===== config.mk =====
export PLATFORM = sky130hd
export DESIGN_NAME = traffic_phase_fsm
export DESIGN_NICKNAME = d
export VERILOG_FILES = /design/src/rtl/traffic_phase_fsm.sv
export SDC_FILE = /design/constraint.sdc
export NUM_CORES = 1
export LEC_CHECK = 0
export CAP_MARGIN = 20
export CORE_AREA = 2 2 39 41
export CTS_CLUSTER_SIZE = 16
export DETAILED_ROUTE_END_ITERATION = 6
export DIE_AREA = 0 0 41 43
export GPL_TIMING_DRIVEN = 0
export PLACE_DENSITY = 0.6
export SETUP_SLACK_MARGIN = 0.1
export SLEW_MARGIN = 20
export SYNTH_ARGS = -nofsm -noshare
export SYNTH_HDL_FRONTEND = slang
export SYNTH_SLANG_ARGS = --single-unit

===== constraint.sdc =====
create_clock -name clk -period 2.2 [get_ports clk]
set_clock_uncertainty 0.1 [all_clocks]
set_input_delay 0.44 -clock clk [delete_from_list [all_inputs] [get_ports clk]]
set_output_delay 0.44 -clock clk [all_outputs]
set_load 0.02 [all_outputs]

===== src/rtl/traffic_phase_fsm.sv =====
// Intersection phase sequencer: holds the signal phase, feeds reload values to the countdown timer, decodes lamps.
// Optional all-red pedestrian walk phase enabled by defining PED_CROSS_EN.
package traffic_phase_pkg;
    typedef enum logic [2:0] {
        NS_GREEN  = 3'd0,
        NS_YELLOW = 3'd1,
        ALL_RED_A = 3'd2,
        EW_GREEN  = 3'd3,
        EW_YELLOW = 3'd4,
        ALL_RED_B = 3'd5,
        WALK      = 3'd6
    } phase_t;
endpackage

module traffic_phase_fsm
    import traffic_phase_pkg::*;
#(
    parameter logic [4:0] GREEN_DUR   = 5'd20,
    parameter logic [4:0] YELLOW_DUR  = 5'd3,
    parameter logic [4:0] RED_CLR_DUR = 5'd1,
    parameter logic [4:0] WALK_DUR    = 5'd10
) (
    input  logic       clk,
    input  logic       reset,
    input  logic [4:0] timer_n,
    input  logic       ped_req,
    output logic [4:0] duration,
    output logic [2:0] phase,
    output logic [2:0] ns_light,
    output logic [2:0] ew_light,
    output logic       walk,
    output logic       ped_ack,
    output logic       phase_done
);

    phase_t state_q, state_d, nxt_seq;
    logic   illegal, advance, pend_q, ped_ack_q, phase_done_q;

    function automatic logic [4:0] dur_of(input phase_t p);
        case (p)
            NS_GREEN, EW_GREEN:   dur_of = GREEN_DUR;
            NS_YELLOW, EW_YELLOW: dur_of = YELLOW_DUR;
`ifdef PED_CROSS_EN
            WALK:                 dur_of = WALK_DUR;
`endif
            default:              dur_of = RED_CLR_DUR;
        endcase
    endfunction

    always_comb begin
        illegal = 1'b0;
        nxt_seq = NS_GREEN;
        case (state_q)
            NS_GREEN:  nxt_seq = NS_YELLOW;
            NS_YELLOW: nxt_seq = ALL_RED_A;
            ALL_RED_A: nxt_seq = EW_GREEN;
            EW_GREEN:  nxt_seq = EW_YELLOW;
            EW_YELLOW: nxt_seq = ALL_RED_B;
            ALL_RED_B: nxt_seq = pend_q ? WALK : NS_GREEN;
`ifdef PED_CROSS_EN
            WALK:      nxt_seq = NS_GREEN;
`endif
            default: begin
                illegal = 1'b1;
                nxt_seq = ALL_RED_B;
            end
        endcase
        // An illegal code escapes on the next edge regardless of the timer.
        advance  = illegal || (timer_n == 5'd0);
        state_d  = advance ? nxt_seq : state_q;
        duration = reset ? GREEN_DUR : (advance ? dur_of(nxt_seq) : dur_of(state_q));
    end

    always_ff @(posedge clk or posedge reset) begin
        if (reset) begin
            state_q      <= NS_GREEN;
            phase_done_q <= 1'b0;
        end else begin
            state_q      <= state_d;
            phase_done_q <= advance;
        end
    end

`ifdef PED_CROSS_EN
    // A request on the serving edge re-arms the flag for the following round.
    always_ff @(posedge clk or posedge reset) begin
        if (reset) begin
            pend_q    <= 1'b0;
            ped_ack_q <= 1'b0;
        end else begin
            pend_q    <= ped_req | (pend_q & ~(advance && state_q == ALL_RED_B));
            ped_ack_q <= advance && state_q == ALL_RED_B && pend_q;
        end
    end
    assign walk = (state_q == WALK);
`else
    logic unused_ped;
    assign unused_ped = ped_req;
    assign pend_q     = 1'b0;
    assign ped_ack_q  = 1'b0;
    assign walk       = 1'b0;
`endif

    always_comb begin
        ns_light = 3'b100;
        ew_light = 3'b100;
        case (state_q)
            NS_GREEN:  ns_light = 3'b001;
            NS_YELLOW: ns_light = 3'b010;
            EW_GREEN:  ew_light = 3'b001;
            EW_YELLOW: ew_light = 3'b010;
            default: ;
        endcase
    end

    assign phase      = state_q;
    assign ped_ack    = ped_ack_q;
    assign phase_done = phase_done_q;

endmodule


After elaboration in Yosys (flattened, before gate mapping):

Cells that the tools add are included.

* input bits: 8
* output and inout bits: 17
* bits in registers: 4
* RAM bits: 0
* word-level logic and storage cells: 27
* memories kept: 0
* bits in latches: 0
* memory bits (read-only): 0

* order comparisons: 0
* $mul: 0
* divide/modulo/power cells: 0
* bitwise logic cells: 0
* reductions and logical operators: 9
* mux-type cells: 8
* eq/ne operators: 8
* shift-type cells: 0
* add/sub/neg operators: 0

Operator list (count)
* case mux 5 bit (2 select lines): 2
* case mux 3 bit (5 select lines): 1
* case mux 3 bit (2 select lines): 2
* two-way mux 5 bit: 2
* == test 3 x 2 -> 1 bit, second input constant: 3
* == test 3 bit, second input constant: 3
* OR reduction 2 bit: 4
* == test 3 x 1 -> 1 bit, second input constant: 2
* zero test 3 bit: 2
* OR reduction 6 bit: 1
* zero test 5 bit: 1
* logical OR 1 bit: 1
* two-way mux 1 bit: 1

Depth between registers and ports, before layout:

Gate-level depths: netlist of the first run.

* word-level depth: 7
* mapped depth: 5
* mapped depth without buffers: 4

Worst setup path before layout of the first run:

No wires, ideal clock.

* path type: flip-flop to output port
* from: reg state_q[2] (netlist: phase[2])
* to: out duration[4]
* arrival: 1.874 ns
* buffers on the path: 1
* cell stages (with the launch flop): 6
* data required time: 1.660 ns
* slack: -0.214 ns
* cells stage by stage: dfrtp_1 or2_2 nor2_1 a21oi_2 o211ai_1 buf_4

* longest elaborated chain between the ends: 7
* elaborated cells between the ends (all ways): 22
* classes of those cells: eq/ne: 8; mux: 6; reduce/logical: 8

Ends and longest elaborated chain
* from (decl): RTL line 36 `phase_t state_q, state_d, nxt_seq;`
* from (signal assigned): RTL line 79 `state_q <= state_d;`
* == test 3 bit, or another cell as far along: RTL line 53 `case (state_q)`
* case mux 3 bit (5 select lines): RTL line 53
* == test 3 x 1 -> 1 bit, or another cell as far along: RTL line 40 `case (p)`
* OR reduction 2 bit: RTL line 40
* case mux 5 bit (2 select lines): RTL line 40
* two-way mux 5 bit * (2 in series): RTL line 71 `duration = reset ? GREEN_DUR : (advance ? dur_of(nxt_seq) : dur_of(state_q));`
* to (decl): RTL line 27 `output logic [4:0] duration,`

Every way passes the cells marked *; elsewhere a longest branch is shown, timed or not.

Final worst setup path of the first run:

* from: in timer_n[0]
* to: out duration[4]

* longest elaborated chain between the ends: 4

Ends and longest elaborated chain
* from (decl): RTL line 25 `input logic [4:0] timer_n,`
* zero test 5 bit: RTL line 69 `advance = illegal || (timer_n == 5'd0);`
* logical OR 1 bit: RTL line 69
* two-way mux 5 bit (2 in series): RTL line 71

No other way between the ends.

==> key figures, run 1 <==
Outcome
  • Status: finished, violations left
  • Failing checks: setup timing

Yosys
  • Ys async rst share: 100%
  • Syn_area_per_cell: 9.22 um2
  • Post-synth top area cell: dfrtp_1
  • Netlist Area Pre-Place: 323 um2
  • Synth warnings: 0
  • Yosys reg bits: 4
  • Mux cell area share after synthesis: 12.8%
  • Largest family of logic cells by synthesized area: simple AND/OR/NAND/NOR gates
  • Number of synthesized flops with an enable pin: 0
  • Top_reg_cell synth: dfrtp_1
  • Yosys top cell area share: 31.0%
  • Post-synthesis simple-gate area fraction: 31.0%
  • Compound-Gate Fraction of Synth Area: 9.69%
  • Sequential element share of the synthesized area: 31.0%
  • Synth Instances: 35
  • Synth area leaders: dfrtp_1, mux2i_1, buf_4
  • Distinct cells, synth: 20
  • Post-Synth Adder-Cell Area: 0%
  • Post-Synth XOR/XNOR Area: 2.71%
  • Post-synth top cells: buf_4, dfrtp_1, nand2_1, nor2_1, mux2i_1

CTS
  • Worst skew pair latency: 0.24 ns
  • Max clock buf depth: 2
  • CTS tree: built
  • Clk sinks: 4
  • H-tree levels: 1
  • Clock Pin Slew Worst Setup and Hold Paths: 0.04 ns
  • CTS root buf: clkbuf_4
  • Num CTS Buffers: 3

Timing
  • Final worst slack: -0.110 ns
  • Slew Limit Fails: 0
  • Unrepaired setup endpoints after global routing: yes
  • Final count of hold timing violations: 0
  • Fmax: 0.433 GHz
  • Final period utilization: 105%
  • Final setup violation count: 4
  • Final min period: 2.31 ns

Setup path
  • Critical-path maximum fanout: 3
  • RR Endpoint: phase[2]
  • R2R Setup Slk: approximately 1.0 ns
  • Element type at the critical path end: output pin
  • Reg2reg path depth: 2
  • Crit path DAT: roughly 1.8 ns
  • Max stage delay on crit path: between 0.4 and 0.5 ns
  • WS Path Type: in2out
  • Crit-path cells: buf_6 -> or2_4 -> or4_4 -> a21oi_4 -> o211ai_1 -> buf_4 -> buf_6
  • Worst EP required: ~1.7 ns
  • RR Startpoint: phase[0]
  • Most used cell, CP: buf_6
  • CP startpoint kind: primary input
  • Slowest library cell on the worst path: or4_4

Layout
  • Final Cell Area: 628 um2
  • # diodes: 0
  • Nets: 74
  • P&R area growth vs syn: 94.6%
  • Post-layout util: around 45%
  • Proportion of layout cells with a drive suffix above 1: 50.0%
  • Register area: between 100 and 150 um2
  • Fill count: 138
  • Area of the multi-input gates: 234 um2

Power and ir drop
  • Lkg Pwr: 0.318 nW
  • Total power: 725 uW
  • Maximum VDD drop: 481 uV
  • Power Density: around 1200 nW/um2

Die
  • Width of the die: between 40 and 50 um
  • Initial Utilization: 23.3%
  • Row count: 14
  • Core Area: roughly 1400 um2
  • Total die area: 1760 um2
  • Io pins: 25
  • Die Height: 43 um

Global routing
  • Gr usage total: 11.3%
  • Global-route wire length before repair: 1360 um
  • Grt met2 use: roughly 18%
  • GR Util met3: under 10%
  • GRT busiest layer: met2
  • Vias in the first global route: about 340
  • Met1 usage: 14.0%
  • Antenna violations before repair: 0
  • Total global routing overflow: 0
  • Largest net degree at the start of global routing: 8

Placed design
  • Placer Congestion: 0.737
  • Worst slack, placed: -0.856 ns
  • IO Port Bufs: 20
  • Placed inst area: 562 um2
  • DP HPWL: 633 um

Route
  • Vias per cell: around 4.3
  • Drt drc: 0
  • DRT iter0 DRCs: 4
  • DR pass1 iterations: 2
  • Wire per inst: 10.3 um
  • Vias post-DR: 344
  • ANT nets after route: 0
  • Detailed Route WL: about 820 um

Worst hold path
  • Min-delay worst type: in2async

Job
  • Max Cap Viol: 0
[logic make-up (layout without fill, tap and decap cells)]
family	Yosys count	in the layout
XOR/XNOR	1	1
multiplexers	4	4
flip-flops	4	4
AO/OA/AOI/OAI	4	4
AND/OR/NAND/NOR	15	15
other	1	3
buffers and inverters	6	33
[final cells by class]
class / instances / share of cell area (%)
buffer: 4 / 4.78
inverter: 2 / 1.20
timing repair buffer: 24 / 33.9
clock buffer: 3 / 3.59
multi-input combinational: 27 / 37.3
sequential: 4 / 16.1
tap: 16 / 3.19
[critical path, delay by kind of cell]
kind                   cells  cell delay, ns
AOI/OAI and AO/OA          2            0.28
buffers and inverters      3            0.36
and+or+nand+nor            2            0.70
[power by group]
part / leakage, nW / total, mW / switching (mW) / internal [mW]
clock: 0.0138 / 0.0927 / 0.0316 / 0.0611
combinational: 0.253 / 0.485 / 0.255 / 0.230
sequential: 0.0507 / 0.147 / 0.0499 / 0.0973
[per-stage QoR]
stage | setup TNS, ns | std cells | hold slack, ns
after floorplan | -0.0738 | 37 | 0.106
after CTS | -0.474 | 79 | 0.424
final | -0.165 | 80 | 0.413
after global placement | -3.18 | 73 | 0.513
after global routing | -0.371 | 80 | 0.428
after detailed placement | -3.19 | 73 | 0.508
[sequential cells by signal, summed over array words and instances (netlist names)]
signal,cells
phase,3
phase_done,1
[placed cells by master (no fill, tap or decap), drive strengths merged, types with 2 or more instances in the layout]
master,netlist,final
conb,1,3
a21oi,2,2
clkbuf,0,6
nand2,4,4
nor2,4,4
buf,4,14
clkdlybuf4s50,0,5
clkdlybuf4s15,0,2
or2,2,2
dfrtp,4,4
mux2i,3,3
dlygate4sd2,0,4
inv,2,2
[metal layers]
layer	routed length, um	vias to the layer above
li1	-	174
met1	379	150
met2	371	20
met3	69	0
met4	0	0
met5	0	-
[timing repair]
item / CTS / global route
endpoints found under the setup margin: 10 / 8
endpoints found under the hold margin: 0 / 0
gates resized for setup: 42 / 11
hold buffers: 0 / 0
pin swaps: 5 / 8
cloned: 0 / 0
setup buffers: 3 / 2
[worst max-delay path by stage]
stage | startpoint | to
2_1_floorplan | timer_n[0] | duration[4]
3_3_place_gp | timer_n[0] | duration[4]
3_5_place_dp | timer_n[0] | duration[4]
4_1_cts | timer_n[3] | duration[4]
5_1_grt | timer_n[0] | duration[4]
6_report | timer_n[0] | duration[4]
Power figures use the tool's default switching activity.
==> run 2, diff against run 1 <==
clock period = 2.5 ns   (was 2.2 ns; I/O delays follow)
==> key figures, run 2 (synthesized netlist as in run 1, its figures left out) <==
Outcome
  • Status: finished clean (was finished, violations left)

Die
  • Die Height: 43 um (unchanged)
  • Total die area: 1760 um2 (unchanged)
  • Initial Utilization: 23.3% (unchanged)
  • Row count: 14 (unchanged)
  • Width of the die: 41 um (unchanged)
  • Core Area: 1380 um2 (unchanged)
  • Io pins: 25 (unchanged)

Layout
  • Final Cell Area: 613 um2 (was 628 um2)
  • Commonest non-fill, non-tap cell in the layout: buf_4 (unchanged)
  • Nets: 75 (was 74)
  • P&R area growth vs syn: 89.9% (was 94.6%)
  • # diodes: 0 (unchanged)
  • Proportion of layout cells with a drive suffix above 1: 41.5% (was 50.0%)
  • Fill count: 148 (was 138)
  • Post-layout util: 44.3% (was 45.4%)
  • Most frequent cells in the layout: buf_4, clkdlybuf4s50_1, nand2_1, dfrtp_1 (was buf_4, clkdlybuf4s50_1, buf_6)
  • Post-route non-filler standard cell count: 81 (was 80)
  • Max reg flops: 3 (unchanged)

Power and ir drop
  • Lkg Pwr: 0.316 nW (was 0.318 nW)
  • Total power: 604 uW (was 725 uW)
  • Maximum VDD drop: 486 uV (was 481 uV)
  • Power Density: 986 nW/um2 (was 1150 nW/um2)

Timing
  • Final min period: about 2.4 ns
  • Setup_tns: 0 ns (was -0.165 ns)
  • Fmax: 0.416 GHz
  • Final setup violation count: 0 (was 4)
  • Unrepaired setup endpoints after global routing: yes (unchanged)
  • Fin Hold WS: 0.441 ns (was 0.413 ns)
  • Final count of hold timing violations: 0 (unchanged)
  • Final period utilization: 96.1%
  • Slew Limit Fails: 0 (unchanged)
  • Final worst slack: 0.0964 ns (was -0.110 ns)

Setup path
  • Crit-path cells: buf_6 -> or2_4 -> or4_4 -> a21oi_2 -> o211ai_1 -> buf_4 -> buf_6 (was buf_6 -> or2_4 -> or4_4 -> a21oi_4 -> o211ai_1 -> buf_4 -> buf_6)
  • Element type at the critical path end: output pin (unchanged)
  • Worst setup path start: timer_n[3] (was timer_n[0])
  • Max stage delay on crit path: 0.44 ns (was 0.46 ns)
  • WS Path Type: in2out (unchanged)
  • CP startpoint kind: primary input (unchanged)
  • Crit path DAT: 1.80 ns (was 1.77 ns)
  • Buf/Inv on CP: 3 (unchanged)
  • CP delay by family, top: simple AND/OR/NAND/NOR gates (unchanged)
  • Slowest library cell on the worst path: or4_4 (unchanged)
  • Most used cell, CP: buf_6 (unchanged)
  • Worst EP required: 1.90 ns (was 1.66 ns)
  • RR Startpoint: phase[0] (unchanged)
  • Critical-path maximum fanout: 3 (unchanged)

CTS
  • Worst skew pair latency: 0.23 ns (was 0.24 ns)
  • H-tree levels: 1 (unchanged)
  • CTS root buf: clkbuf_4 (unchanged)
  • CTS tree: built (unchanged)
  • Clk sinks: 4 (unchanged)
  • Max clock buf depth: 2 (unchanged)
  • Num CTS Buffers: 3 (unchanged)
  • Clock Pin Slew Worst Setup and Hold Paths: 0.04 ns (about the same)

Global routing
  • Total global routing overflow: 0 (unchanged)
  • Gr usage total: 10.9% (was 11.3%)
  • Global-route wire length before repair: 1280 um (was 1360 um)
  • Vias in the first global route: 317 (was 339)
  • Antenna violations before repair: 0 (unchanged)
  • Largest net degree at the start of global routing: 8 (unchanged)

Route
  • Vias post-DR: 343 (was 344)
  • DRT iter0 DRCs: 2 (was 4)
  • Drt drc: 0 (unchanged)
  • Detailed Route WL: 867 um (was 820 um)
  • Vias per cell: 4.23 (was 4.30)
  • DR pass1 iterations: 4 (was 2)
  • Wire per inst: 10.7 um (was 10.3 um)
  • ANT nets after route: 0 (unchanged)

Placed design
  • IO Port Bufs: 20 (unchanged)
  • Cells after DPL: 73 (unchanged)
  • Placed inst area: 553 um2 (was 562 um2)
  • Placer Congestion: 0.707 (was 0.737)
  • Worst slack, placed: -0.669 ns (was -0.856 ns)

Worst hold path
  • Min-delay worst type: in2async (unchanged)

Job
  • Max Cap Viol: 0 (unchanged)
## run 2: changes by cell type in the layout (fill, tap and decap cells not counted), sizes merged
cell,previous run,this run
buf,14,15
clkbuf,6,4
clkdlybuf4s50,5,9
dlygate4sd2,4,1
dlymetal6s2s,0,1
## run 2: final cells by class
type,instances,area (um2),share of cell area (%)
flip-flops and latches,4,100,16.3
inverters,2,7.51,1.22
plain buffers,4,30.0,4.90
repair buffers,25,225,36.7
well taps,16,20.0,3.27
clock buffers,3,22.5,3.67
multi-input cells,27,208,33.9
## run 2: where the power goes
group	switching (mW)	internal, mW	leakage [nW]
Sequential	0.0369	0.0841	0.0515
Combinational	0.214	0.192	0.250
Clock	0.0233	0.0535	0.0138
## run 2: what timing repair did
item / 4_1_cts / 5_1_grt
gates resized for setup: 32 / 7
hold buffers: 0 / 0
pin swaps: 5 / 4
setup buffers: 2 / 3
endpoints found under the setup margin: 5 / 7
## run 2: path summary, 6_finish.rpt
check | endpoint | slack (ns) | depth (start not counted)
max in group asynchronous | phase[2] | 1.70 | 2
setup reg to reg | phase[2] | 1.28 | 2
min in group clk | phase[2] | 0.51 | 1
hold / removal | phase_done | 0.44 | 2
hold reg to reg | phase[2] | 0.51 | 1
setup / recovery | duration[4] | 0.1 | 7
## run 2: routing by layer
metal  routed length [um]  GRT usage (%)  vias up
met3                   65           3.14        0
met2                  462           17.5       11
met5                    0              0        -
met4                    0           6.00        0
li1                     -              -      175
met1                  339           12.1      157
